[config.mk]
export PLATFORM = sky130hd
export DESIGN_NAME = retire_trace_buffer
export DESIGN_NICKNAME = d
export VERILOG_FILES = /design/src/rtl/retire_trace_buffer_pkg.sv /design/src/rtl/trace_fifo.sv /design/src/rtl/retire_trace_buffer.sv
export SDC_FILE = /design/constraint.sdc
export NUM_CORES = 2
export LEC_CHECK = 0
export CORE_ASPECT_RATIO = 1.2
export CORE_MARGIN = 2
export CORE_UTILIZATION = 37
export CTS_CLUSTER_DIAMETER = 120
export DETAILED_ROUTE_END_ITERATION = 10
export GPL_ROUTABILITY_DRIVEN = 0
export PLACE_DENSITY_LB_ADDON = 0.25
export RECOVER_POWER = 50
export SYNTH_ARGS = -nofsm -noshare
export SYNTH_HDL_FRONTEND = slang
export SYNTH_SLANG_ARGS = --single-unit
[constraint.sdc]
create_clock -name i_clk -period 8.8 [get_ports i_clk]
set_clock_uncertainty 0.1 [all_clocks]
set_input_delay 0.88 -clock i_clk [delete_from_list [all_inputs] [get_ports i_clk]]
set_output_delay 0.88 -clock i_clk [all_outputs]
set_load 0.02 [all_outputs]
[src/rtl/retire_trace_buffer_pkg.sv]
// Shared layout of the writeback pipeline register, the trace record and the
// trace capture state encodings.
package retire_trace_buffer_pkg;

    localparam int PIPE_LEN    = 102;
    localparam int PC_LSB      = 0;
    localparam int INSTR_LSB   = 32;
    localparam int RD_LSB      = 64;
    localparam int RD_DATA_LSB = 69;
    localparam int WE_BIT      = 101;

    localparam int TRACE_REC_W = 134;

    typedef enum logic [1:0] {
        TRC_CAPTURE = 2'd0,
        TRC_POST    = 2'd1,
        TRC_FROZEN  = 2'd2
    } trc_state_t;

    // Field order fixes the record bit layout: pc occupies the MSBs, we the LSB.
    typedef struct packed {
        logic [31:0] pc;
        logic [31:0] instr;
        logic [31:0] rd_data;
        logic [31:0] cycle;
        logic [4:0]  rd;
        logic        we;
    } trace_rec_t;

    function automatic trace_rec_t pack_record(input logic [PIPE_LEN-1:0] pipe,
                                               input logic [31:0] cycle);
        trace_rec_t r;
        r.pc      = pipe[PC_LSB +: 32];
        r.instr   = pipe[INSTR_LSB +: 32];
        r.rd_data = pipe[RD_DATA_LSB +: 32];
        r.cycle   = cycle;
        r.rd      = pipe[RD_LSB +: 5];
        r.we      = pipe[WE_BIT];
        return r;
    endfunction

endpackage

[src/rtl/trace_fifo.sv]
// Show-ahead circular FIFO with extra-MSB pointers, asynchronous reset and
// synchronous flush.
module trace_fifo #(
    parameter int WIDTH = 134,
    parameter int DEPTH = 16
) (
    input  logic                   clk,
    input  logic                   rst,
    input  logic                   flush,
    input  logic                   push,
    input  logic [WIDTH-1:0]       push_data,
    input  logic                   pop,
    output logic [WIDTH-1:0]       head,
    output logic                   full,
    output logic                   empty,
    output logic [$clog2(DEPTH):0] count
);

    localparam int AW = $clog2(DEPTH);

    logic [WIDTH-1:0] mem [DEPTH];
    logic [AW:0]      wr_ptr;
    logic [AW:0]      rd_ptr;
    logic             wr_en;
    logic             rd_en;

    // A push into a full FIFO is only legal when the head leaves in the same cycle.
    assign wr_en = push && !flush && (!full || pop);
    assign rd_en = pop && !flush && !empty;

    always_ff @(posedge clk or posedge rst) begin
        if (rst) begin
            wr_ptr <= '0;
            rd_ptr <= '0;
        end else if (flush) begin
            wr_ptr <= '0;
            rd_ptr <= '0;
        end else begin
            if (wr_en) wr_ptr <= wr_ptr + 1'b1;
            if (rd_en) rd_ptr <= rd_ptr + 1'b1;
        end
    end

    always_ff @(posedge clk) begin
        if (wr_en) mem[wr_ptr[AW-1:0]] <= push_data;
    end

    assign head  = mem[rd_ptr[AW-1:0]];
    assign count = wr_ptr - rd_ptr;
    assign empty = (wr_ptr == rd_ptr);
    assign full  = (wr_ptr[AW] != rd_ptr[AW]) && (wr_ptr[AW-1:0] == rd_ptr[AW-1:0]);

endmodule

[src/rtl/retire_trace_buffer.sv]
// Retirement trace capture: packs each retiring writeback record into a FIFO,
// with a PC-match trigger that freezes capture after POST_TRIG more retirements.
module retire_trace_buffer
    import retire_trace_buffer_pkg::*;
#(
    parameter int DEPTH     = 16,
    parameter int POST_TRIG = 8
) (
    input  logic                   i_clk,
    input  logic                   i_reset,
    input  logic [PIPE_LEN-1:0]    pipeReg,
    input  logic                   i_retire_valid,
    input  logic [31:0]            Cycle_count,
    input  logic                   i_trig_en,
    input  logic [31:0]            i_trig_pc,
    input  logic                   i_rearm,
    input  logic                   i_flush,
    output logic                   o_trace_valid,
    input  logic                   i_trace_ready,
    output logic [31:0]            o_trace_pc,
    output logic [31:0]            o_trace_instr,
    output logic [31:0]            o_trace_rd_data,
    output logic [31:0]            o_trace_cycle,
    output logic [4:0]             o_trace_rd,
    output logic                   o_trace_we,
    output logic [$clog2(DEPTH):0] o_count,
    output logic [15:0]            o_overflow_cnt,
    output logic                   o_frozen
);

    localparam logic [7:0]  POST_LOAD = 8'(POST_TRIG);
    localparam trc_state_t  TRIG_NEXT = (POST_TRIG == 0) ? TRC_FROZEN : TRC_POST;

    trc_state_t state;
    trc_state_t state_next;
    logic [7:0]  post_cnt;
    logic [7:0]  post_next;
    logic [15:0] ovf_cnt;
    logic [15:0] ovf_next;
    logic        capturing;
    logic        push;
    logic        pop;
    logic        full;
    logic        empty;
    trace_rec_t  rec;
    trace_rec_t  head;

    assign rec = pack_record(pipeReg, Cycle_count);
    assign pop = !empty && i_trace_ready;

    always_ff @(posedge i_clk or posedge i_reset) begin
        if (i_reset) begin
            state    <= TRC_CAPTURE;
            post_cnt <= '0;
            ovf_cnt  <= '0;
        end else begin
            state    <= state_next;
            post_cnt <= post_next;
            ovf_cnt  <= ovf_next;
        end
    end

    // Flush wins over everything and holds the state machine where it is.
    always_comb begin
        state_next = state;
        post_next  = post_cnt;
        ovf_next   = ovf_cnt;
        push       = 1'b0;
        capturing  = (state == TRC_CAPTURE) || (state == TRC_POST);
        if (i_flush) begin
            ovf_next = '0;
        end else begin
            if (i_retire_valid && capturing) begin
                if (!full || pop) begin
                    push = 1'b1;
                end else if (ovf_cnt != 16'hFFFF) begin
                    ovf_next = ovf_cnt + 16'd1;
                end
            end
            case (state)
                TRC_CAPTURE: begin
                    if (i_retire_valid && i_trig_en && (rec.pc == i_trig_pc)) begin
                        post_next  = POST_LOAD;
                        state_next = TRIG_NEXT;
                    end
                end
                TRC_POST: begin
                    // Dropped retirements still consume the post-trigger budget.
                    if (i_retire_valid) begin
                        post_next = post_cnt - 8'd1;
                        if (post_cnt == 8'd1) state_next = TRC_FROZEN;
                    end
                end
                TRC_FROZEN: begin
                    if (i_rearm) state_next = TRC_CAPTURE;
                end
                default: state_next = TRC_CAPTURE;
            endcase
        end
    end

    trace_fifo #(
        .WIDTH (TRACE_REC_W),
        .DEPTH (DEPTH)
    ) u_fifo (
        .clk       (i_clk),
        .rst       (i_reset),
        .flush     (i_flush),
        .push      (push),
        .push_data (rec),
        .pop       (pop),
        .head      (head),
        .full      (full),
        .empty     (empty),
        .count     (o_count)
    );

    // Head fields read as zero while empty so reset clears every output at once.
    assign o_trace_valid   = !empty;
    assign o_trace_pc      = empty ? '0 : head.pc;
    assign o_trace_instr   = empty ? '0 : head.instr;
    assign o_trace_rd_data = empty ? '0 : head.rd_data;
    assign o_trace_cycle   = empty ? '0 : head.cycle;
    assign o_trace_rd      = empty ? '0 : head.rd;
    assign o_trace_we      = empty ? 1'b0 : head.we;
    assign o_overflow_cnt  = ovf_cnt;
    assign o_frozen        = (state == TRC_FROZEN);

endmodule

==> flow_metrics.tcl <==
set metrics [dict create \
    finalHoldViolCount 0 \
    port_buffers 329 \
    p_total_w 0.0241 \
    p_per_area_mw_per_mm2 247 \
    synthSimpleGateAreaFrac 0.0177 \
    pin_count 330 \
    grt_overflow 0 \
    grt_pass1_wl_um 298000 \
    yosys_warnings 0 \
    cts_tree "built" \
    cts.repair.resized 0 \
    worst_pin_slew_ps 2440 \
    avgViaCountPerCell 5.42 \
    crit_path_start_kind "flip-flop" \
    cts-buffers-inserted 221 \
    start_util 0.372 \
    clock.fmax_mhz 160 \
    clock_sinks 2180 \
    synth.distinct_cells 46 \
    nNetsFinal 4036 \
    cts-htree-levels 4 \
    core_mm2 0.225 \
    wl_per_cell_um 30.1 \
    clock_latency_ps 860 \
    drt_iter0_drc 3543 \
    setup-tns-final_ps 0 \
    cts_hold_buf 0 \
    path_class "flip-flop to primary output" \
    hpwl_um 103000 \
    drtAntennaViolNets 0 \
    synth_fa_ha_area_frac 0.00203 \
    finalMaxSlewViolations 75 \
    crit_fanout 61 \
    die_area_mm2 0.230 \
    fp-row-count 191 \
    syn_to_final_growth_pct 16.3 \
    grt_max_degree 141 \
    critPathCaptureType "primary output" \
    synth_top_family_by_area "multiplexers" \
    ir_worst_vdd_mv 0.151 \
    status "finished with violations" \
    leakage_nw 29.4 \
    period_minus_slack_ps 6240 \
    final.period_utilization 0.709 \
    syn-instance-count 3408 \
    synth_xor_area_frac 0.00606 \
    cts_max_path_buffers 4 \
    slew_headroom -0.625 \
    clockRootBuffer "clkbuf_16" \
    dieHeight_um 525 \
    rsz0062_at_grt "false" \
    cp.required_ps 7820 \
    totalWireLength_um 211000 \
    syn_avg_cell_area_um2 24.6 \
    synthFlopType "edfxtp_1" \
    synth_seq_cells 2180 \
    dr.pass1.iters 5 \
    synthMuxAreaShare 0.180 \
    drt_drc_violations_left 0 \
    cts_setup_buffers 0 \
    hold_class "flip-flop to flip-flop" \
    drv_cap 3 \
    synth_edf_count 2144 \
    antenna_found_initial 76 \
    syn_area_mm2 0.0838 \
    finalSetupViolations 0 \
    grt_usage 0.181 \
    critPathArrivalTime_ps 5260 \
    route.vias.total 38100 \
    clk_pin_slew_ps 60 \
    synth_compound_area_frac 0.00278 \
    yosysSeqAreaShare 0.779 \
    violations "capacitance limit, slew limit" \
    grt_pass1_vias 39900 \
    layout-drive-gt1-share 0.258 \
    synth_fp_nets 3594 \
    r2r_slack_ps 3080 \
    die_w_um 438 \
    synthArstFlopShare 0.0165 \
]
critical path, cell delays in order, from the launching register on:
cell	delay, ps
dfrtp_1	440
inv_8	660
ha_1	400
and4_1	280
nand2_4	860
buf_4	700
and2_1	370
clkdlybuf4s50_1	660
per-layer routing:
metal | vias to the layer above | part of all wire | global-route usage
met5 | - | 0.0010 | 0
met4 | 34 | 0.029 | 0.0544
met3 | 407 | 0.060 | 0.0339
met2 | 1100 | 0.49 | 0.293
met1 | 21100 | 0.42 | 0.249
li1 | 15500 | - | -
through the flow:
stage / cells / cell area (µm²) / util / setup slack, ps / hold WS [ps]
floorplan: 3408 / 83800 / - / 2580 / 405
global placement: 6618 / 90600 / 0.402 / 3350 / 432
detailed placement: 6618 / 90600 / 0.402 / 3290 / 433
CTS: 7014 / 97400 / 0.432 / 2350 / 329
global route: 7020 / 97400 / 0.432 / 2220 / 479
finish: 7027 / 97400 / 0.432 / 2560 / 451
worst paths after layout:
path	startpoint	endpoint	depth (start not counted)
max	u_fifo.rd_ptr[3]	o_trace_pc[15]	7
min	post_cnt[7]	post_cnt[7]	2
max reg2reg	u_fifo.rd_ptr[3]	u_fifo.mem[1][6]	8
min reg2reg	post_cnt[7]	post_cnt[7]	2
max in group asynchronous	i_reset	u_fifo.rd_ptr[2]	3
min in group asynchronous	i_reset	o_overflow_cnt[4]	3
flip-flops by register name (all words and copies together), names as in the netlist:
name and cells:
state 2, u_fifo.rd_ptr 5, post_cnt 8, u_fifo.wr_ptr 5
o_overflow_cnt 16, u_fifo.mem 2144
layout make-up:
| cell class | count | area (µm²) |
|---|---|---|
| Clock inverter | 130 | 1050 |
| Tap cell | 2991 | 3740 |
| Fill cell | 19100 | 128000 |
| Sequential cell | 2180 | 65300 |
| Clock buffer | 266 | 5740 |
| Inverter | 18 | 75.1 |
| Multi-Input combinational cell | 1042 | 17500 |
| Timing Repair Buffer | 387 | 3980 |
| Antenna cell | 13 | 32.5 |
cell usage after synthesis, types with 4 or more instances:
cell,instances,area share
a21oi_1,9,0.00054
a31oi_1,4,0.00030
and2_1,149,0.011
and3_1,5,0.00037
buf_1,14,0.00063
buf_2,12,0.00072
buf_4,47,0.0042
buf_6,12,0.0016
clkbuf_1,82,0.0037
dfrtp_1,36,0.011
edfxtp_1,2144,0.77
ha_1,12,0.0018
inv_1,17,0.00076
mux4_2,670,0.18
nand2_1,20,0.00090
nand3_1,12,0.00072
nand4_1,19,0.0014
nor2_1,35,0.0016
nor3_1,8,0.00048
o21ai_0,14,0.00084
xnor2_1,44,0.0046
xor2_1,14,0.0015
cells in the final DEF (no fill, tap or decap), types with 33 or more instances in the layout:
cell	synthesis	routed
clkdlybuf4s50_1	0	176
edfxtp_1	2144	2144
buf_4	47	35
mux4_2	670	670
dfrtp_1	36	33
clkbuf_16	0	223
and2_1	149	134
xnor2_1	44	44
clkinv_1	0	58
dlygate4sd3_1	0	153
clkinv_2	0	33
clkbuf_1	82	45
nor2_1	35	35
where the power goes:
| part | total (W) | switching [W] | internal [W] |
|---|---|---|---|
| Sequential | 0.0115 | 0.0000344 | 0.0115 |
| Clock | 0.00898 | 0.00393 | 0.00505 |
| Combinational | 0.00355 | 0.00178 | 0.00177 |
logic make-up after synthesis:
group                    Yosys count
AO/OA/AOI/OAI                     39
AND/OR/NAND/NOR                  261
multiplexers                     671
adder cells (fa/ha/maj)           13
buffers and inverters            186
XOR/XNOR                          58
flip-flops                      2180
Power figures use the tool's default switching activity.
